<file path="config.mk">
export PLATFORM = sky130hd
export DESIGN_NAME = spi_arbiter
export DESIGN_NICKNAME = d
export VERILOG_FILES = /design/src/rtl/spi_pkg.sv /design/src/rtl/rr_picker.sv /design/src/rtl/spi_arbiter.sv
export SDC_FILE = /design/constraint.sdc
export NUM_CORES = 1
export LEC_CHECK = 0
export CAP_MARGIN = 20
export CORE_MARGIN = 5
export CORE_UTILIZATION = 38
export CTS_CLUSTER_SIZE = 40
export DETAILED_ROUTE_END_ITERATION = 10
export PLACE_DENSITY = 0.78
export SETUP_SLACK_MARGIN = 0.3
export SLEW_MARGIN = 20
export SYNTH_ARGS = -nofsm -noshare
export SYNTH_HDL_FRONTEND = slang
export SYNTH_SLANG_ARGS = --single-unit
</file>
<file path="constraint.sdc">
create_clock -name i_clock -period 2.5 [get_ports i_clock]
set_clock_uncertainty 0.05 [all_clocks]
set_input_delay 0.625 -clock i_clock [delete_from_list [all_inputs] [get_ports i_clock]]
set_output_delay 0.625 -clock i_clock [all_outputs]
set_load 0.1 [all_outputs]
</file>
<file path="src/rtl/spi_pkg.sv">
// Shared types and defaults for the SPI arbiter: FSM state encoding and parameter defaults.
// No logic; the helper returns a safe index width for any requester count.
package spi_pkg;

  typedef enum logic [1:0] {
    IDLE  = 2'd0,
    ISSUE = 2'd1,
    GAP   = 2'd2
  } state_t;

  localparam int DEF_NUM_REQ        = 3;
  localparam int DEF_SPI_DATA_WIDTH = 32;
  localparam int DEF_TIMEOUT_CYCLES = 4096;

  function automatic int idx_width(input int n);
    return (n > 1) ? $clog2(n) : 1;
  endfunction

endpackage

</file>
<file path="src/rtl/rr_picker.sv">
// Round-robin picker: first set request strictly after last_grant, with wrap-around.
// Purely combinational, zero latency; no backpressure.
module rr_picker
  import spi_pkg::*;
#(
  parameter  int NUM_REQ = DEF_NUM_REQ,
  localparam int IW      = idx_width(NUM_REQ)
) (
  input  logic [NUM_REQ-1:0] req,
  input  logic [IW-1:0]      last_grant,
  output logic               any,
  output logic [IW-1:0]      index
);

  // Scan farthest candidate first so the nearest one after last_grant overwrites.
  always_comb begin
    any   = 1'b0;
    index = '0;
    for (int i = NUM_REQ; i >= 1; i--) begin
      if (req[IW'((int'(last_grant) + i) % NUM_REQ)]) begin
        any   = 1'b1;
        index = IW'((int'(last_grant) + i) % NUM_REQ);
      end
    end
  end

endmodule

</file>
<file path="src/rtl/spi_arbiter.sv">
// Shares one SPI master among NUM_REQ requesters; grant to o_enable is one cycle, ack one cycle after i_done.
// Requesters hold i_req until o_ack; i_busy stretches GAP. Watchdog enabled by SPI_ARBITER_TIMEOUT_EN.
module spi_arbiter
  import spi_pkg::*;
#(
  parameter int NUM_REQ        = DEF_NUM_REQ,
  parameter int SPI_DATA_WIDTH = DEF_SPI_DATA_WIDTH,
  parameter int TIMEOUT_CYCLES = DEF_TIMEOUT_CYCLES
) (
  input  logic                                   i_clock,
  input  logic                                   i_reset_n,
  input  logic [NUM_REQ-1:0]                     i_req,
  input  logic [NUM_REQ-1:0][SPI_DATA_WIDTH-1:0] i_req_data,
  output logic [NUM_REQ-1:0]                     o_ack,
  output logic [SPI_DATA_WIDTH-1:0]              o_rdata,
  output logic                                   o_error,
  output logic                                   o_enable,
  output logic [SPI_DATA_WIDTH-1:0]              o_data,
  input  logic                                   i_done,
  input  logic                                   i_busy,
  input  logic [SPI_DATA_WIDTH-1:0]              i_data
);

  localparam int IW = idx_width(NUM_REQ);

  state_t        state;
  state_t        state_nxt;
  logic [IW-1:0] grant;
  logic [IW-1:0] last_grant;
  logic [IW-1:0] pick_idx;
  logic          pick_any;
  logic          timeout;

  rr_picker #(.NUM_REQ(NUM_REQ)) u_picker (
    .req        (i_req),
    .last_grant (last_grant),
    .any        (pick_any),
    .index      (pick_idx)
  );

`ifdef SPI_ARBITER_TIMEOUT_EN
  localparam int CW = (TIMEOUT_CYCLES > 1) ? $clog2(TIMEOUT_CYCLES) : 1;
  logic [CW-1:0] tmo_cnt;

  // Held at zero outside ISSUE, so it always starts a transaction cleared.
  always_ff @(posedge i_clock or negedge i_reset_n) begin
    if (!i_reset_n)          tmo_cnt <= '0;
    else if (state == ISSUE) tmo_cnt <= tmo_cnt + 1'b1;
    else                     tmo_cnt <= '0;
  end

  // i_done in the same cycle takes priority over the watchdog.
  assign timeout = (state == ISSUE) && !i_done && (tmo_cnt == CW'(TIMEOUT_CYCLES - 1));

  always_ff @(posedge i_clock or negedge i_reset_n) begin
    if (!i_reset_n) o_error <= 1'b0;
    else            o_error <= timeout;
  end
`else
  assign timeout = 1'b0;
  assign o_error = 1'b0;
`endif

  always_ff @(posedge i_clock or negedge i_reset_n) begin
    if (!i_reset_n) state <= IDLE;
    else            state <= state_nxt;
  end

  always_comb begin
    state_nxt = state;
    case (state)
      IDLE:    if (pick_any)          state_nxt = ISSUE;
      ISSUE:   if (i_done || timeout) state_nxt = GAP;
      GAP:     if (!i_busy)           state_nxt = IDLE;
      default:                        state_nxt = IDLE;
    endcase
  end

  always_comb begin
    o_enable = (state == ISSUE);
  end

  always_ff @(posedge i_clock or negedge i_reset_n) begin
    if (!i_reset_n) begin
      grant      <= '0;
      last_grant <= IW'(NUM_REQ - 1);
      o_data     <= '0;
      o_rdata    <= '0;
      o_ack      <= '0;
    end else begin
      o_ack <= '0;
      case (state)
        IDLE: begin
          if (pick_any) begin
            grant  <= pick_idx;
            o_data <= i_req_data[pick_idx];
          end
        end
        ISSUE: begin
          if (i_done || timeout) begin
            o_rdata      <= i_done ? i_data : '0;
            o_ack[grant] <= 1'b1;
            last_grant   <= grant;
          end
        end
        default: ;
      endcase
    end
  end

endmodule

</file>
# Yosys cells after proc, flatten, opt, wreduce, memory -nomap -nowiden

Index checks and enable logic that the tools add are counted.

Register bits after elaboration: 73
Input port bits: 135
Output and inout port bits: 69
Word-level logic and storage cells: 53

Add/subtract/negate cells: 3
Div/mod/pow operators: 3
Order comparisons: 6
Equality and inequality tests: 5
Mux-type cells: 25
Reduce and logical (&&, ||, !) cells: 5

Operator list:

| cell                                                                                 | count |
|---|---|
| 32-bit by 3-bit remainder unit with 32-bit output (second input constant)            | 3 |
| 32-bit binary-select mux with 2-bit select                                           | 1 |
| 32-bit two-way mux                                                                   | 1 |
| 2-bit by 4-bit less-than comparator with 1-bit output (second input constant)        | 3 |
| 2-bit two-way mux                                                                    | 6 |
| 1-bit two-way mux                                                                    | 10 |
| 2-bit by 2-bit adder with 3-bit output (second input constant)                       | 2 |
| 1-bit binary-select mux with 2-bit select                                            | 3 |
| 2-bit by 3-bit less-than comparator with 1-bit output (second input constant)        | 2 |
| 3-bit two-way mux                                                                    | 2 |
| 2-bit case mux with 3 select lines                                                   | 1 |
| 2-bit inequality test (second input constant)                                        | 2 |
| 2-bit AND reduction                                                                  | 2 |
| 2-bit by 1-bit adder with 3-bit output (second input constant)                       | 1 |
| 3-bit AND reduction                                                                  | 1 |
| 1-bit demux with 2-bit select                                                        | 1 |
| 2-bit by 1-bit == test with 1-bit output (second input constant)                     | 1 |
| 2-bit == test (second input constant)                                                | 1 |
| 2-bit by 1-bit greater-or-equal comparator with 1-bit output (second input constant) | 1 |
| 2-bit zero test                                                                      | 1 |
| 2-bit by 1-bit inequality test with 1-bit output (second input constant)             | 1 |
| 1-bit logical AND                                                                    | 1 |

# Depth between registers and ports, before layout

Gate-level depths: netlist of run 1.

Depth in word-level cells: 10
Depth in mapped cells: 10
Mapped depth without buffers: 8

# By module

Synthesis of run 1 repeated with hierarchy kept, for this count alone.

Cells, all modules: 340
Area total of the unflattened synthesis: 3,708.6 um2

Modules (own cells, without submodules):

| module      | instances | cells each | area an instance (um2) |
|---|---|---|---|
| spi_arbiter | 1         | 304        | 3,463.3 |
| rr_picker   | 1         | 36         | 245.2 |

# Least setup slack after synthesis of run 1

No wires, ideal clock.

Path kind: register to register
Start point: register last_grant[1]
End point: register o_data[0]
Arrival: 2.450 ns
Data required time: 2.315 ns
Setup slack: -0.135 ns
Cell stages (with the launch flop): 11
Path through: dfstp_2 inv_1 ha_1 mux2_4 and2_4 or4_4 and3_1 buf_2 buf_6 nor3_1 o31ai_1

Longest elaborated chain between the ends: 10
Elaborated cells between the ends (all ways): 24

RTL lines:

| element                                               | RTL line                         | RTL |
|---|---|---|
| start: declaration                                    | spi_arbiter.sv:29                | `logic [IW-1:0] last_grant;` |
| start signal: assignment                              | spi_arbiter.sv:86                | `last_grant <= IW'(NUM_REQ - 1);` |
| start signal: assignment                              | spi_arbiter.sv:103               | `last_grant <= grant;` |
| 2-bit by 2-bit adder with 3-bit output                | rr_picker.sv:20, rr_picker.sv:22 |  |
| 32-bit by 3-bit remainder unit with 32-bit output     | rr_picker.sv:20, rr_picker.sv:22 |  |
| 1-bit binary-select mux with 2-bit select             | rr_picker.sv:20                  | `if (req[IW'((int'(last_grant) + i) % NUM_REQ)]) begin` |
| 1-bit two-way mux (implied by the code) (2 in series) | rr_picker.sv:20                  |  |
| 2-bit two-way mux (3 in series)                       | rr_picker.sv:20                  |  |
| 32-bit binary-select mux with 2-bit select            | spi_arbiter.sv:96                | `o_data <= i_req_data[pick_idx];` |
| 32-bit two-way mux (implied by the code)              | spi_arbiter.sv:96                |  |
| end signal: assignment                                | spi_arbiter.sv:96                |  |
| end: declaration                                      | spi_arbiter.sv:18                | `output logic [SPI_DATA_WIDTH-1:0] o_data,` |

Several ways; a longest one is shown, not always the timed one. The select of a mux whose other input is x is not followed.
A chain may end at the register's enable or synchronous reset.

# Final worst setup path of run 1

Start point: register last_grant[1]
End point: register o_data[18]

The elaborated chain is that of the path after synthesis.

==> insert_results.sql, run 1 <==
INSERT INTO impl_metrics (metric_group, metric, value, unit) VALUES
('synthesis', 'cell_count_after_synthesis', '489', ''),
('clocking', 'cts-buffers-inserted', '9', ''),
('final_layout', 'final-seq-area', '1830', 'um^2'),
('routing', 'wl_per_cell', '19.5', 'um'),
('routing', 'drc_violations_left', '0', ''),
('final_layout', 'antenna_cells_inserted', '0', ''),
('grt', 'grt_pass1_wl', '24.1', 'mm'),
('clocking', 'cts_max_level', '3', ''),
('floorplanning', 'die_width', '118', 'um'),
('timing', 'final_critical_path_setup_slack', '-0.175', 'ns'),
('setup_path', 'timing.critical_path.arrival', '2.84', 'ns'),
('floorplanning', 'die-height', '118', 'um'),
('timing', 'timing_worst_slew_pin_value', '0.949', 'ns'),
('synthesis', 'post_synth_main_area_contributors', 'sky130_fd_sc_hd__dfrtp_1 41%, sky130_fd_sc_hd__o31ai_1 11%, sky130_fd_sc_hd__mux2_2 8.6%', ''),
('synthesis', 'synth_simple_gate_area_frac', '0.222', ''),
('clocking', 'cts.sink_count', '73', ''),
('grt', 'total_grt_usage', '0.208', ''),
('timing', 'post_route_minimum_period', '2.67', 'ns'),
('timing', 'final_max_slew_violation_count', '0', ''),
('synthesis', 'synth-compound-area-share', '0.180', ''),
('synthesis', 'netlist_top_cells_count', '72 x sky130_fd_sc_hd__dfrtp_1, 65 x sky130_fd_sc_hd__nor2_1, 64 x sky130_fd_sc_hd__o31ai_1', ''),
('setup_path', 'timing.reg2reg.setup_slack', '-0.17', 'ns'),
('timing', 'slew_headroom', '0.368', ''),
('grt', 'antenna_found_initial', '0', ''),
('routing', 'drtIter0Drc', '301', ''),
('final_layout', 'area.growth.synth_to_final', '82.2', '%'),
('timing', 'final_setup_violation_count', '34', ''),
('setup_path', 'cp.required', '2.66', 'ns'),
('timing', 'fmax', '0.374', 'GHz'),
('setup_path', 'r2r_cells', '10', ''),
('clocking', 'post_cts_hold_buffer_count', '0', ''),
('synthesis', 'mappedNetlistNets', '628', ''),
('clocking', 'cts.clk_slew.worst_paths', '0.06', 'ns'),
('synthesis', 'synth_area', '4440', 'um^2'),
('final_layout', 'footprint_of_the_multi_input_gates', '3060', 'um^2'),
('timing', 'rsz0062_at_grt', 'yes', ''),
('synthesis', 'dominantRegCellSynth', 'sky130_fd_sc_hd__dfrtp_1', ''),
('clocking', 'cts.path.max_buffers', '2', ''),
('synthesis', 'synth-edff-count', '0', ''),
('synthesis', 'synthAdderAreaFrac', '0.0113', ''),
('final_layout', 'drive_above_1_share', '0.417', ''),
('timing', 'final_hold_violation_count', '0', ''),
('grt', 'globalRouteOverflowTotal', '0', ''),
('synthesis', 'synthMostInstantiatedCell', 'sky130_fd_sc_hd__dfrtp_1', ''),
('placed_design', 'placement.cell_area', '6810', 'um^2'),
('final_layout', 'num-fill-cells', '781', ''),
('hold_path', 'worst_hold_path_type', 'primary input to async pin', ''),
('synthesis', 'flops_latches_synth', '73', ''),
('placed_design', 'finalWeightedCongestion', '0.870', ''),
('placed_design', 'portBuffers', '202', ''),
('status', 'run_status', 'finished with violations', ''),
('clocking', 'cts_root_buf', 'sky130_fd_sc_hd__clkbuf_16', ''),
('setup_path', 'worst-path-max-fanout', '6', ''),
('routing', 'pre_repair_dr_iteration_count', '4', ''),
('clocking', 'clk_latency', '0.33', 'ns'),
('routing', 'avgViaCountPerCell', '5.54', ''),
('synthesis', 'post_synth_mux_area_share', '0.0959', ''),
('timing', 'final.period_utilization', '1.07', ''),
('final_layout', 'postLayoutCellArea', '8090', 'um^2'),
('synthesis', 'synth_largest_area_cell', 'sky130_fd_sc_hd__dfrtp_1', ''),
('routing', 'postRouteAntennaNets', '0', ''),
('clocking', 'tritoncts', 'built', ''),
('final_layout', 'num-nets-final', '854', ''),
('synthesis', 'synthXorXnorAreaFrac', '0', ''),
('routing', 'postRouteWirelength', '16.8', 'mm'),
('routing', 'vias', '4782', ''),
('synthesis', 'synth.yosys.seq_area_share', '0.412', ''),
('synthesis', 'synth_top_area_frac', '0.406', ''),
('floorplanning', 'die_area', '13900', 'um^2'),
('synthesis', 'async_flop_share', '1.00', ''),
('status', 'failed_checks', 'negative setup slack', '');
==> path summary, 6_finish.rpt <==
| kind | to | from |
|---|---|---|
| max | o_data[18] | last_grant[1] |
| min | o_rdata[27] | i_reset_n |
| max reg2reg | o_data[18] | last_grant[1] |
| min reg2reg | o_data[11] | o_data[11] |
| max in group asynchronous | o_data[15] | i_reset_n |
| min in group i_clock | o_data[11] | o_data[11] |
==> worst max-delay path: stages (launching register included) <==
cell                        delay (ns)
sky130_fd_sc_hd__dfstp_2          0.59
sky130_fd_sc_hd__inv_2            0.07
sky130_fd_sc_hd__ha_4             0.16
sky130_fd_sc_hd__mux2_4           0.30
sky130_fd_sc_hd__and2_4           0.18
sky130_fd_sc_hd__or4_4            0.47
sky130_fd_sc_hd__o21ai_4          0.22
sky130_fd_sc_hd__buf_6            0.18
sky130_fd_sc_hd__clkbuf_16        0.16
sky130_fd_sc_hd__nand2_1          0.07
sky130_fd_sc_hd__o31ai_1          0.09
==> cells by family after synthesis <==
group                      Yosys count
adders and majority gates            4
other                                1
DFF                                 73
AOI/OAI and AO/OA                  109
muxes                               37
and+or+nand+nor                    184
buffers and inverters               81
==> layer usage <==
layer,wire (um),global-route usage,part of all wire,vias up
li1,-,-,-,2215
met1,6750,0.256,0.40,2297
met2,8450,0.359,0.50,226
met3,1120,0.0519,0.066,44
met4,469,0.0581,0.028,0
met5,0,0,0,-
==> final cells by class <==
cell class | instances | area share
Multi-Input combinational cell | 336 | 0.379
Timing Repair Buffer | 259 | 0.313
Sequential cell | 73 | 0.226
Clock buffer | 10 | 0.0283
Tap cell | 143 | 0.0221
Inverter | 36 | 0.0172
Clock inverter | 6 | 0.0142
==> registers in the layout, indices dropped and copies added, names as in the netlist <==
signal / count
o_ack: 3
grant: 2
o_data: 32
last_grant: 2
o_rdata: 32
state: 2
==> cells in the final DEF (no fill, tap or decap), drive strengths merged, types with 31 or more instances in the layout <==
cell type	netlist	layout
nor2	65	66
buf	17	120
or4b	31	31
a211oi	32	32
clkdlybuf4s50	0	133
inv	36	36
o31ai	64	64
nand2	40	40
mux2	35	35
nor3	32	32
dfrtp	72	72
==> through the flow <==
step | setup WS (ns) | util | TNS (ns) | instances | hold WS [ns]
3_3_place_gp | -0.496 | 0.596 | -13.29 | 823 | 0.412
6_report | -0.175 | 0.708 | -3.64 | 863 | 0.403
5_1_grt | -0.260 | 0.708 | -6.05 | 863 | 0.449
2_1_floorplan | -0.00706 | - | -0.0847 | 489 | 0.279
3_5_place_dp | -0.550 | 0.596 | -14.69 | 823 | 0.418
4_1_cts | -0.118 | 0.648 | -2.98 | 843 | 0.429
==> timing repair <==
action	in CTS	in global routing
setup buffers	2	13
endpoints found under the hold margin	0	0
gates resized for setup	41	80
gates cloned	2	7
pin swaps	23	29
setup endpoints to repair	35	35
Power of run 1 is not shown: default switching activity piles up to over one toggle a cycle in this logic, so the estimate is an artifact.
==> inputs of run 2 (changes only) <==
--- a/config.mk
+++ b/config.mk
@@ -6,10 +6,11 @@
 export NUM_CORES = 1
 export LEC_CHECK = 0
 export CAP_MARGIN = 20
-export CORE_MARGIN = 5
+export CORE_MARGIN = 3
 export CORE_UTILIZATION = 38
 export CTS_CLUSTER_SIZE = 40
 export DETAILED_ROUTE_END_ITERATION = 10
+export HOLD_SLACK_MARGIN = 0.02
 export PLACE_DENSITY = 0.78
 export SETUP_SLACK_MARGIN = 0.3
 export SLEW_MARGIN = 20
==> run 2 against run 1 <==
The run still ends with negative setup slack left. Global-route usage increased by 3.5 points. Critical path type unchanged. Critical path depth decreased by 1. Non-clock buffer count increased by 6. Worst hold slack got worse by 0.24 ns. First-iteration DRC count decreased by 2.7%. Clock-buffer cell count decreased by 1. Largest cell class unchanged. Final area unchanged. Core utilization increased by 1.9 points. Via count increased by 2.1%. Wire length increased by 3.1%.
==> insert_results.sql, run 2 (synthesized netlist as in run 1, its figures left out) <==
INSERT INTO impl_metrics (metric_group, metric, value, unit) VALUES
('timing', 'post_route_minimum_period', '2.66', 'ns'),
('routing', 'postRouteWirelength', '17.3', 'mm'),
('final_layout', 'footprint_of_the_multi_input_gates', '3060', 'um^2'),
('clocking', 'tritoncts', 'built', ''),
('setup_path', 'timing.critical_path.arrival', '2.83', 'ns'),
('clocking', 'cts-buffers-inserted', '9', ''),
('floorplanning', 'die-height', '114', 'um'),
('setup_path', 'worst-path-max-fanout', '15', ''),
('clocking', 'cts.sink_count', '73', ''),
('floorplanning', 'die_width', '114', 'um'),
('routing', 'drc_violations_left', '0', ''),
('final_layout', 'antenna_cells_inserted', '0', ''),
('clocking', 'cts.clk_slew.worst_paths', '0.06', 'ns'),
('routing', 'pre_repair_dr_iteration_count', '4', ''),
('final_layout', 'num-nets-final', '863', ''),
('grt', 'grt_start_max_net_pins', '44', ''),
('placed_design', 'portBuffers', '202', ''),
('status', 'failed_checks', 'negative setup slack', ''),
('final_layout', 'drive_above_1_share', '0.457', ''),
('timing', 'final.period_utilization', '1.06', ''),
('floorplanning', 'core', '11100', 'um^2'),
('setup_path', 'path_cells', 'inv_2, ha_4, mux2_4, and2_4, or4_4, o21ai_4, buf_12, clkbuf_16, o31ai_1', ''),
('setup_path', 'worst_path_cell_with_the_longest_stage_delay', 'sky130_fd_sc_hd__dfstp_2', ''),
('final_layout', 'final-seq-area', '1830', 'um^2'),
('grt', 'globalRouteOverflowTotal', '0', ''),
('timing', 'slew_headroom', '0.592', ''),
('setup_path', 'cp-start-kind', 'flop', ''),
('floorplanning', 'die_area', '13000', 'um^2'),
('routing', 'vias', '4884', ''),
('timing', 'timing_worst_slew_pin_value', '0.607', 'ns'),
('timing', 'fmax', '0.376', 'GHz'),
('routing', 'postRouteAntennaNets', '0', ''),
('placed_design', 'finalWeightedCongestion', '0.883', ''),
('placed_design', 'post-dp-hpwl', '10.6', 'mm'),
('setup_path', 'critPathMaxStageDelay', '0.58', 'ns'),
('clocking', 'cts.path.max_buffers', '2', ''),
('grt', 'first_global_vias', '4904', ''),
('routing', 'drtIter0Drc', '293', ''),
('timing', 'final_critical_path_setup_slack', '-0.162', 'ns'),
('final_layout', 'postLayoutCellArea', '8090', 'um^2'),
('final_layout', 'mostFrequentLayoutCells', '132 x sky130_fd_sc_hd__clkdlybuf4s50_1, 113 x sky130_fd_sc_hd__buf_4, 71 x sky130_fd_sc_hd__dfrtp_1, 63 x sky130_fd_sc_hd__nor2_1', ''),
('final_layout', 'num-fill-cells', '782', ''),
('timing', 'worst_hold_slack', '0.164', 'ns'),
('timing', 'final_hold_violation_count', '0', ''),
('clocking', 'cts_max_level', '3', ''),
('status', 'run_status', 'finished with violations', ''),
('floorplanning', 'top_level_ports', '204', ''),
('final_layout', 'final_core_util', '0.727', ''),
('setup_path', 'setup.worst_path.end_class', 'flop', ''),
('routing', 'avgViaCountPerCell', '5.62', ''),
('setup_path', 'worstPathBufferInverterCount', '3', ''),
('placed_design', 'placement.cell_area', '6880', 'um^2'),
('clocking', 'clk_latency', '0.34', 'ns'),
('final_layout', 'layout_top_registers', 'o_data (32), o_rdata (32), o_ack (3)', ''),
('setup_path', 'timing.setup.critical_path_class', 'flop to flop', ''),
('final_layout', 'area.growth.synth_to_final', '82.2', '%'),
('setup_path', 'critPathTopFamily', 'simple AND/OR/NAND/NOR gates', ''),
('floorplanning', 'initial_core_util', '0.399', ''),
('grt', 'grt_pass1_wl', '24.9', 'mm'),
('setup_path', 'cp.required', '2.67', 'ns'),
('clocking', 'cts_root_buf', 'sky130_fd_sc_hd__clkbuf_16', ''),
('timing', 'final_max_slew_violation_count', '0', ''),
('floorplanning', 'std_cell_rows', '38', ''),
('flow_run', 'drv_cap', '0', ''),
('final_layout', 'layout_commonest_cell', 'sky130_fd_sc_hd__clkdlybuf4s50_1', ''),
('hold_path', 'worst_hold_path_type', 'primary input to async pin', ''),
('grt', 'total_grt_usage', '0.242', ''),
('timing', 'final_setup_violation_count', '35', ''),
('grt', 'antenna_found_initial', '0', ''),
('timing', 'rsz0062_at_grt', 'yes', ''),
('routing', 'wl_per_cell', '19.9', 'um');
-- run 2: cell count changes in the layout (fill, tap and decap cells not counted), sizes merged, moves of 3 or more --
cell and delta:
buf +7, clkbuf -3, clkinv +3, and3 +3, bufinv -3
-- run 2: path summary, 6_finish.rpt --
check	from	end	slack, ns	cells past startpoint
worst max-delay path	last_grant[1]	o_data[30]	-0.16	9
min in group i_clock	o_data[12]	o_data[12]	0.43	2
worst max register to register	last_grant[1]	o_data[30]	-0.16	9
worst min register to register	o_data[12]	o_data[12]	0.43	2
max in group asynchronous	i_reset_n	last_grant[1]	1.58	2
worst min-delay path	i_reset_n	o_rdata[7]	0.16	1
-- run 2: final cells by class --
type	count	share of cell area
flip-flops and latches	73	0.226
repair buffers	265	0.323
clock buffers	9	0.0278
well taps	140	0.0217
clock inverters	7	0.00650
multi-input cells	339	0.378
inverters	36	0.0172
-- run 2: through the flow --
step	setup TNS, ns	instances	setup slack [ns]
finish	-4.61	869	-0.162
global placement	-14.72	830	-0.576
CTS	-3.38	858	-0.117
global route	-5.80	869	-0.219
detailed placement	-17.07	830	-0.639
floorplan	-0.0847	489	-0.00706
-- run 2: worst register-to-register path, stage by stage (launching register included) --
cell	delay [ns]
sky130_fd_sc_hd__dfstp_2	0.58
sky130_fd_sc_hd__inv_2	0.07
sky130_fd_sc_hd__ha_4	0.17
sky130_fd_sc_hd__mux2_4	0.30
sky130_fd_sc_hd__and2_4	0.20
sky130_fd_sc_hd__or4_4	0.51
sky130_fd_sc_hd__o21ai_4	0.18
sky130_fd_sc_hd__buf_12	0.18
sky130_fd_sc_hd__clkbuf_16	0.21
sky130_fd_sc_hd__o31ai_1	0.10
-- run 2: what timing repair did --
action	CTS	global route
setup endpoints to repair	35	35
buffers inserted	5	7
resized for setup	41	84
pin swaps	24	18
hold buffers	0	0
gates cloned	7	4
-- run 2: per-layer routing --
layer / vias up / track usage / wire [um]
met1: 2345 / 0.295 / 6720
li1: 2242 / - / -
met2: 244 / 0.404 / 8650
met3: 53 / 0.0523 / 1340
met4: 0 / 0.126 / 606
met5: - / 0 / 0
Power of run 2 is left out for the same reason.
==> inputs of run 3 (changes only) <==
--- a/config.mk
+++ b/config.mk
@@ -5,10 +5,10 @@
 export SDC_FILE = /design/constraint.sdc
 export NUM_CORES = 1
 export LEC_CHECK = 0
+export ABC_AREA = 0
 export CAP_MARGIN = 20
 export CORE_MARGIN = 3
 export CORE_UTILIZATION = 38
-export CTS_CLUSTER_SIZE = 40
 export DETAILED_ROUTE_END_ITERATION = 10
 export HOLD_SLACK_MARGIN = 0.02
 export PLACE_DENSITY = 0.78
==> results of run 3 <==
Same layout as run 2: the final DEF is identical, and so are final timing and power.
Power of run 3 is left out for the same reason.
